===== src/rtl/cpm_fifo_sched.sv =====
// Shares one combinational-read CPM FIFO among NUM_REQ writers (round-robin)
// and drains it downstream in fixed-length bursts.
module cpm_fifo_sched #(
    parameter int NUM_REQ    = 4,
    parameter int DATA_WIDTH = 64,
    parameter int ADDR_WIDTH = 4,
    parameter int CNT_WIDTH  = 16
) (
    input  logic                          clk,
    input  logic                          rst_n,
    input  logic                          Reset,
    input  logic [NUM_REQ-1:0]            req,
    input  logic [NUM_REQ*DATA_WIDTH-1:0] req_data,
    output logic [NUM_REQ-1:0]            gnt,
    output logic                          fifo_push,
    output logic [DATA_WIDTH-1:0]         fifo_wdata,
    output logic                          fifo_pop,
    output logic                          fifo_clr,
    input  logic [DATA_WIDTH-1:0]         fifo_rdata,
    input  logic                          fifo_full,
    input  logic                          fifo_empty,
    input  logic [ADDR_WIDTH:0]           fifo_count,
    input  logic                          cfg_en,
    input  logic [ADDR_WIDTH:0]           cfg_burst,
    input  logic                          out_rdy,
    output logic                          out_valid,
    output logic [DATA_WIDTH-1:0]         out_data,
    output logic                          out_last,
    output logic                          busy,
    output logic                          burst_done,
    output logic [CNT_WIDTH-1:0]          burst_cnt
);

    localparam int PTR_W = (NUM_REQ > 1) ? $clog2(NUM_REQ) : 1;
    localparam logic [ADDR_WIDTH:0] DEPTH_L = {1'b1, {ADDR_WIDTH{1'b0}}};
    localparam logic [0:0] ST_IDLE  = 1'b0;
    localparam logic [0:0] ST_BURST = 1'b1;

    logic [PTR_W-1:0]      rr_ptr_q, rr_ptr_d;
    logic [0:0]            state_q, state_d;
    logic [ADDR_WIDTH:0]   beat_cnt_q, beat_cnt_d;
    logic                  burst_done_q, burst_done_d;
    logic [CNT_WIDTH-1:0]  burst_cnt_q, burst_cnt_d;

    logic [DATA_WIDTH-1:0] slot [NUM_REQ];
    logic [PTR_W-1:0]      win;
    logic                  found;
    logic [ADDR_WIDTH:0]   eff_len;

    for (genvar g = 0; g < NUM_REQ; g++) begin : g_slot
        assign slot[g] = req_data[g*DATA_WIDTH +: DATA_WIDTH];
    end

    // Round-robin search starting at rr_ptr_q, wrapping modulo NUM_REQ.
    always_comb begin
        logic [PTR_W:0] sum;
        sum   = '0;
        win   = '0;
        found = 1'b0;
        for (int k = 0; k < NUM_REQ; k++) begin
            sum = {1'b0, rr_ptr_q} + (PTR_W+1)'(k);
            if (sum >= (PTR_W+1)'(NUM_REQ))
                sum = sum - (PTR_W+1)'(NUM_REQ);
            if (!found && req[sum[PTR_W-1:0]]) begin
                found = 1'b1;
                win   = sum[PTR_W-1:0];
            end
        end
        if (Reset || fifo_full)
            found = 1'b0;
    end

    always_comb begin
        gnt        = '0;
        fifo_wdata = '0;
        rr_ptr_d   = rr_ptr_q;
        if (found) begin
            gnt[win]   = 1'b1;
            fifo_wdata = slot[win];
            rr_ptr_d   = (win == PTR_W'(NUM_REQ-1)) ? '0 : win + 1'b1;
        end
    end

    assign fifo_push = found;
    assign fifo_clr  = Reset;

    assign eff_len   = (cfg_burst > DEPTH_L) ? DEPTH_L : cfg_burst;
    assign busy      = (state_q == ST_BURST);
    assign out_valid = busy && !fifo_empty;
    assign fifo_pop  = out_valid && out_rdy && !Reset;
    assign out_last  = out_valid && (beat_cnt_q == (ADDR_WIDTH+1)'(1));
    assign out_data  = fifo_rdata;
    assign burst_done = burst_done_q;
    assign burst_cnt  = burst_cnt_q;

    always_comb begin
        state_d      = state_q;
        beat_cnt_d   = beat_cnt_q;
        burst_done_d = 1'b0;
        burst_cnt_d  = burst_cnt_q;
        case (state_q)
            ST_IDLE: begin
                // Config is captured only here; mid-burst changes have no effect.
                if (cfg_en && (eff_len != '0) && (fifo_count >= eff_len)) begin
                    state_d    = ST_BURST;
                    beat_cnt_d = eff_len;
                end
            end
            ST_BURST: begin
                if (fifo_pop) begin
                    beat_cnt_d = beat_cnt_q - 1'b1;
                    if (beat_cnt_q == (ADDR_WIDTH+1)'(1)) begin
                        state_d      = ST_IDLE;
                        burst_done_d = 1'b1;
                        burst_cnt_d  = burst_cnt_q + 1'b1;
                    end
                end
            end
            default: state_d = ST_IDLE;
        endcase
        // Synchronous clear aborts any burst without a done pulse.
        if (Reset) begin
            state_d      = ST_IDLE;
            beat_cnt_d   = '0;
            burst_done_d = 1'b0;
            burst_cnt_d  = '0;
        end
    end

    always_ff @(posedge clk or negedge rst_n) begin
        if (!rst_n) begin
            rr_ptr_q     <= '0;
            state_q      <= ST_IDLE;
            beat_cnt_q   <= '0;
            burst_done_q <= 1'b0;
            burst_cnt_q  <= '0;
        end else begin
            rr_ptr_q     <= Reset ? '0 : rr_ptr_d;
            state_q      <= state_d;
            beat_cnt_q   <= beat_cnt_d;
            burst_done_q <= burst_done_d;
            burst_cnt_q  <= burst_cnt_d;
        end
    end

endmodule


===== config.mk =====
export PLATFORM = sky130hd
export DESIGN_NAME = cpm_fifo_sched
export DESIGN_NICKNAME = d
export VERILOG_FILES = /design/src/rtl/cpm_fifo_sched.sv
export SDC_FILE = /design/constraint.sdc
export NUM_CORES = 1
export LEC_CHECK = 0
export CAP_MARGIN = 20
export CELL_PAD_IN_SITES_DETAIL_PLACEMENT = 0
export CELL_PAD_IN_SITES_GLOBAL_PLACEMENT = 1
export CORE_AREA = 2 2 193 195
export CTS_CLUSTER_SIZE = 24
export DETAILED_ROUTE_END_ITERATION = 10
export DIE_AREA = 0 0 195 197
export PLACE_DENSITY = 0.58
export SLEW_MARGIN = 20
export SYNTH_ARGS = -nofsm -noshare
export SYNTH_HDL_FRONTEND = slang
export SYNTH_SLANG_ARGS = --single-unit

===== constraint.sdc =====
create_clock -name clk -period 2.5 [get_ports clk]
set_input_delay 0.375 -clock clk [delete_from_list [all_inputs] [get_ports clk]]
set_output_delay 0.375 -clock clk [all_outputs]
set_load 0.01 [all_outputs]

==> impl_results.rst, run 1 <==
.. list-table::
   :header-rows: 1

   * - Metric
     - Value
   * - Number of standard-cell rows in the floorplan
     - 70
   * - Area enclosed by the die boundary
     - 0.03842 sq mm
   * - CP Launch Point
     - rr_ptr_q[1]
   * - Delay of the slowest critical-path stage
     - roughly 0.40 ns
   * - Final Power
     - around 2700 uW
   * - Leakage power summed over all cells
     - around 0.0037 uW
   * - Family with the most delay on the worst path
     - buffers and inverters
   * - Synth Area per Inst
     - around 8.6 sq um
   * - Count of input and output buffers
     - 367
   * - Area of all placed cells without fillers
     - 0.008919 sq mm
   * - Shortest period the worst path allows
     - 2.496 ns
   * - Total buffers and inverters traversed by the critical path
     - 4
   * - Die width
     - 195 microns
   * - Post-route worst hold slack
     - 0.4942 ns
   * - I/O Pins
     - between 400 and 500
   * - Leading cell types in the layout, fill and taps excluded
     - clkdlybuf4s50_1 (295), mux2i_1 (108), buf_2 (60)
   * - Worst-path fanout max
     - 7
   * - First-pass detailed-route iteration total
     - 4
   * - Actual transition at the worst max-transition pin
     - roughly 0.42 ns
   * - Total setup violations reported at the end of the flow
     - 0
   * - Launch instance of the worst register-to-register path
     - beat_cnt_q[1]
   * - First-pass GRT wire length
     - 39390 microns
   * - Clk sinks
     - 25
   * - Setup Crit Path Kind
     - register to output port
   * - Post-synthesis cell area
     - 0.004025 sq mm
   * - Share of synthesized registers carrying an async set or reset
     - 100.0%
   * - Reported max-cap violation count
     - 0
   * - Cell types with the largest area share after synthesis
     - mux2i_1 (32%), dfrtp_1 (16%), buf_4 (14%)
   * - Share of the clock period used by the worst path after layout
     - between 90 and 100%
   * - Highest achievable clock rate
     - 400.7 MHz
   * - Worst vdd ir
     - 0.0001888 V
   * - Leading cell type in the layout, fill and taps excluded
     - clkdlybuf4s50_1
   * - Average detailed-routed wire length per instance
     - 22.38 microns
   * - Worst Setup End Kind
     - output port
   * - Final setup margin
     - approximately 0.0044 ns
   * - Most instantiated flip-flop cell in the synthesis netlist
     - dfrtp_1
   * - Final cell count without fillers
     - 1312
   * - Hold violation count in the final report
     - 0
   * - Slowest cell on the critical path
     - dfrtp_1
   * - CTS Root Cell
     - clkbuf_16
   * - Total Routing Usage GR
     - between 10 and 15%
   * - Post-Place Setup Slack
     - -0.6550 ns
   * - Global route overflow
     - 0
   * - Post-route DRC
     - 0
   * - Number of vias per cell after detailed routing
     - 3.879
   * - Share of Yosys cell area claimed by the top area cell type
     - 32.33%
   * - Final net count
     - 1195
   * - H-tree depth
     - 1
   * - Number of antenna violations at the first check in global routing
     - 13
   * - Count of fill cells added during filler insertion
     - 3992
   * - Setup repair after global routing missed its margin
     - true
   * - Worst clock skew on the final layout
     - approximately 0.0019 ns
   * - Post-cts hold buffer count
     - 0
   * - Standard cell area after detailed placement
     - 0.008223 sq mm
   * - Sum of routed wire length over all layers
     - 29360 microns
   * - Half-perimeter wire length after placement
     - 23470 microns
   * - DP Cell Count
     - 1272
   * - Number of flops mapped to enable cells by yosys
     - 0
   * - Data arrival, critical path
     - around 2.1 ns
   * - Synth unique cells
     - 50
   * - Global placer's final weighted congestion
     - 0.7872
   * - Proportion of synthesized chip area in sequential cells
     - 15.54%
   * - Layout cells sized above 1
     - between 20% and 30%
   * - Post-synthesis sequential element count
     - 25
   * - CTS tree
     - done
   * - Number of buffers created by CTS
     - 3
   * - List of cells traversed by the critical path
     - a21o_1, a21oi_2, o22a_4, buf_12, buf_16, mux2i_2, buf_4, o22ai_2, buf_2
   * - Result of the run
     - finished clean
   * - Final Max Tran Viols
     - 0
   * - Clock edge transition at the registers on the reported setup and hold paths
     - 0.06 ns
   * - Syn nets
     - between 800 and 900
   * - Maximum number of pins on one net before global-route repair
     - 32
   * - Number of vias after detailed routing
     - 5089
   * - Core Region
     - approximately 0.036 sq mm
   * - Yosys warns
     - 0
   * - Via count of the first global-routing pass
     - 5370
   * - Starting utilization of the core area
     - 11.10%
   * - Slew HR
     - between 70% and 80%
   * - Min-Delay Path Class
     - input pin to async pin
   * - Syn-to-layout area delta
     - 121.6%
   * - Overall die height
     - 197 microns
   * - Total power density per cell area
     - 303.7 mW/mm^2
   * - Startpoint Class
     - register
   * - Max Root-Sink Buffers
     - 2
   * - Final ANT Viol Nets
     - 0
   * - Required time worst endpoint
     - between 2 and 2.5 ns
   * - Worst-Skew Late Latency
     - about 0.26 ns
   * - Cell taking the most area after synthesis
     - mux2i_1
   * - Number of standard cells after synthesis
     - between 400 and 500
   * - Iteration-0 DRC count of the detailed router
     - 96
-- worst register-to-register path: cells and delay by family (launching register included) --
family,cells,cell delay (ns)
AOI/OAI and AO/OA,1,0.12
and+or+nand+nor,3,0.76
xor gates and xnor gates,1,0.17
buffers and inverters,2,0.29
DFF,1,0.39
adders and majority gates,1,0.15
-- area by class of cell --
| cell class | instances | area, sq um | share of cell area (%) |
|---|---|---|---|
| Timing Repair Buffer | 465 | 4582 | 51.37 |
| Multi-Input combinational cell | 337 | 3002 | 33.66 |
| Sequential cell | 25 | 625.6 | 7.015 |
| Tap cell | 468 | 585.6 | 6.566 |
| Clock buffer | 4 | 78.83 | 0.8838 |
| Inverter | 10 | 37.54 | 0.4209 |
| Antenna cell | 3 | 7.507 | 0.08418 |
-- cells by family (layout without fill, tap and decap cells) --
family                   Yosys count  in the layout  synth area share (%)
multiplexers                     133            133                 33.17
buffers and inverters            108            479                 17.35
AO/OA/AOI/OAI                     93             93                 15.32
AND/OR/NAND/NOR                   84             84                 11.63
flip-flops                        25             25                 15.54
XOR/XNOR                          15             15                 3.264
adder cells (fa/ha/maj)           12             12                 3.730
other                              0              3                     0
-- routing by layer --
layer	global-route usage, %	vias up	part of all wire [%]
met2	26.84	226	52
met1	17.38	2377	41
met5	0	-	0
met4	2.290	0	1.5
met3	2.447	52	5.5
li1	-	2434	-
-- report_power, final --
part	leakage [uW]	total [uW]	switching (uW)	internal (uW)
clock	0.0000382	357	139	218
combinational	0.00329	1910	753	1160
sequential	0.000343	442	21.6	420
-- registers in the layout (all words and copies together) (netlist names) --
name,cells
beat_cnt_q,5
burst_cnt,16
burst_done,1
busy,1
rr_ptr_q,2
-- synthesized netlist by cell type (3+ instances only) --
master / count
nand2_1: 15
nor3_1: 3
ha_1: 12
mux2_2: 3
nand3_1: 6
o22ai_1: 68
a21oi_1: 5
a211oi_1: 3
xnor2_1: 10
buf_4: 76
buf_2: 5
nor4_1: 4
nor2_1: 22
mux2i_1: 130
xor2_1: 5
o211ai_1: 3
and3_1: 7
nand2b_1: 3
nor2b_1: 4
clkbuf_1: 15
nor4b_1: 3
dfrtp_1: 25
inv_1: 10
-- worst paths after layout --
path	end	slack, ns	depth (start not counted)
setup reg to reg	burst_cnt[15]	0.49	8
max in group asynchronous	beat_cnt_q[0]	1.75	2
hold reg to reg	burst_cnt[15]	0.55	2
min in group clk	burst_cnt[15]	0.55	2
setup / recovery	fifo_wdata[7]	0.004	9
hold / removal	burst_cnt[14]	0.49	2
-- repair_timing --
action | in CTS | in global routing
setup buffers | 21 | 7
resized for setup | 310 | 65
cloned | 8 | 2
pin swaps | 11 | 34
setup endpoints to repair | 70 | 64
-- per-stage QoR --
step	TNS, ns	utilization (%)
after floorplan	0	-
after global placement	-38.83	22.68
after detailed placement	-38.89	22.68
after CTS	-0.2129	23.93
after global routing	-1.624	24.59
final	0	24.60
(Power assumes the default switching activity.)
==> inputs of run 2 (changes only) <==
--- a/config.mk
+++ b/config.mk
@@ -12,6 +12,7 @@
 export CTS_CLUSTER_SIZE = 24
 export DETAILED_ROUTE_END_ITERATION = 10
 export DIE_AREA = 0 0 195 197
+export GPL_ROUTABILITY_DRIVEN = 1
 export PLACE_DENSITY = 0.58
 export SLEW_MARGIN = 20
 export SYNTH_ARGS = -nofsm -noshare
==> results of run 2 <==
The final DEF is identical to that of run 1; final timing and power are the same.
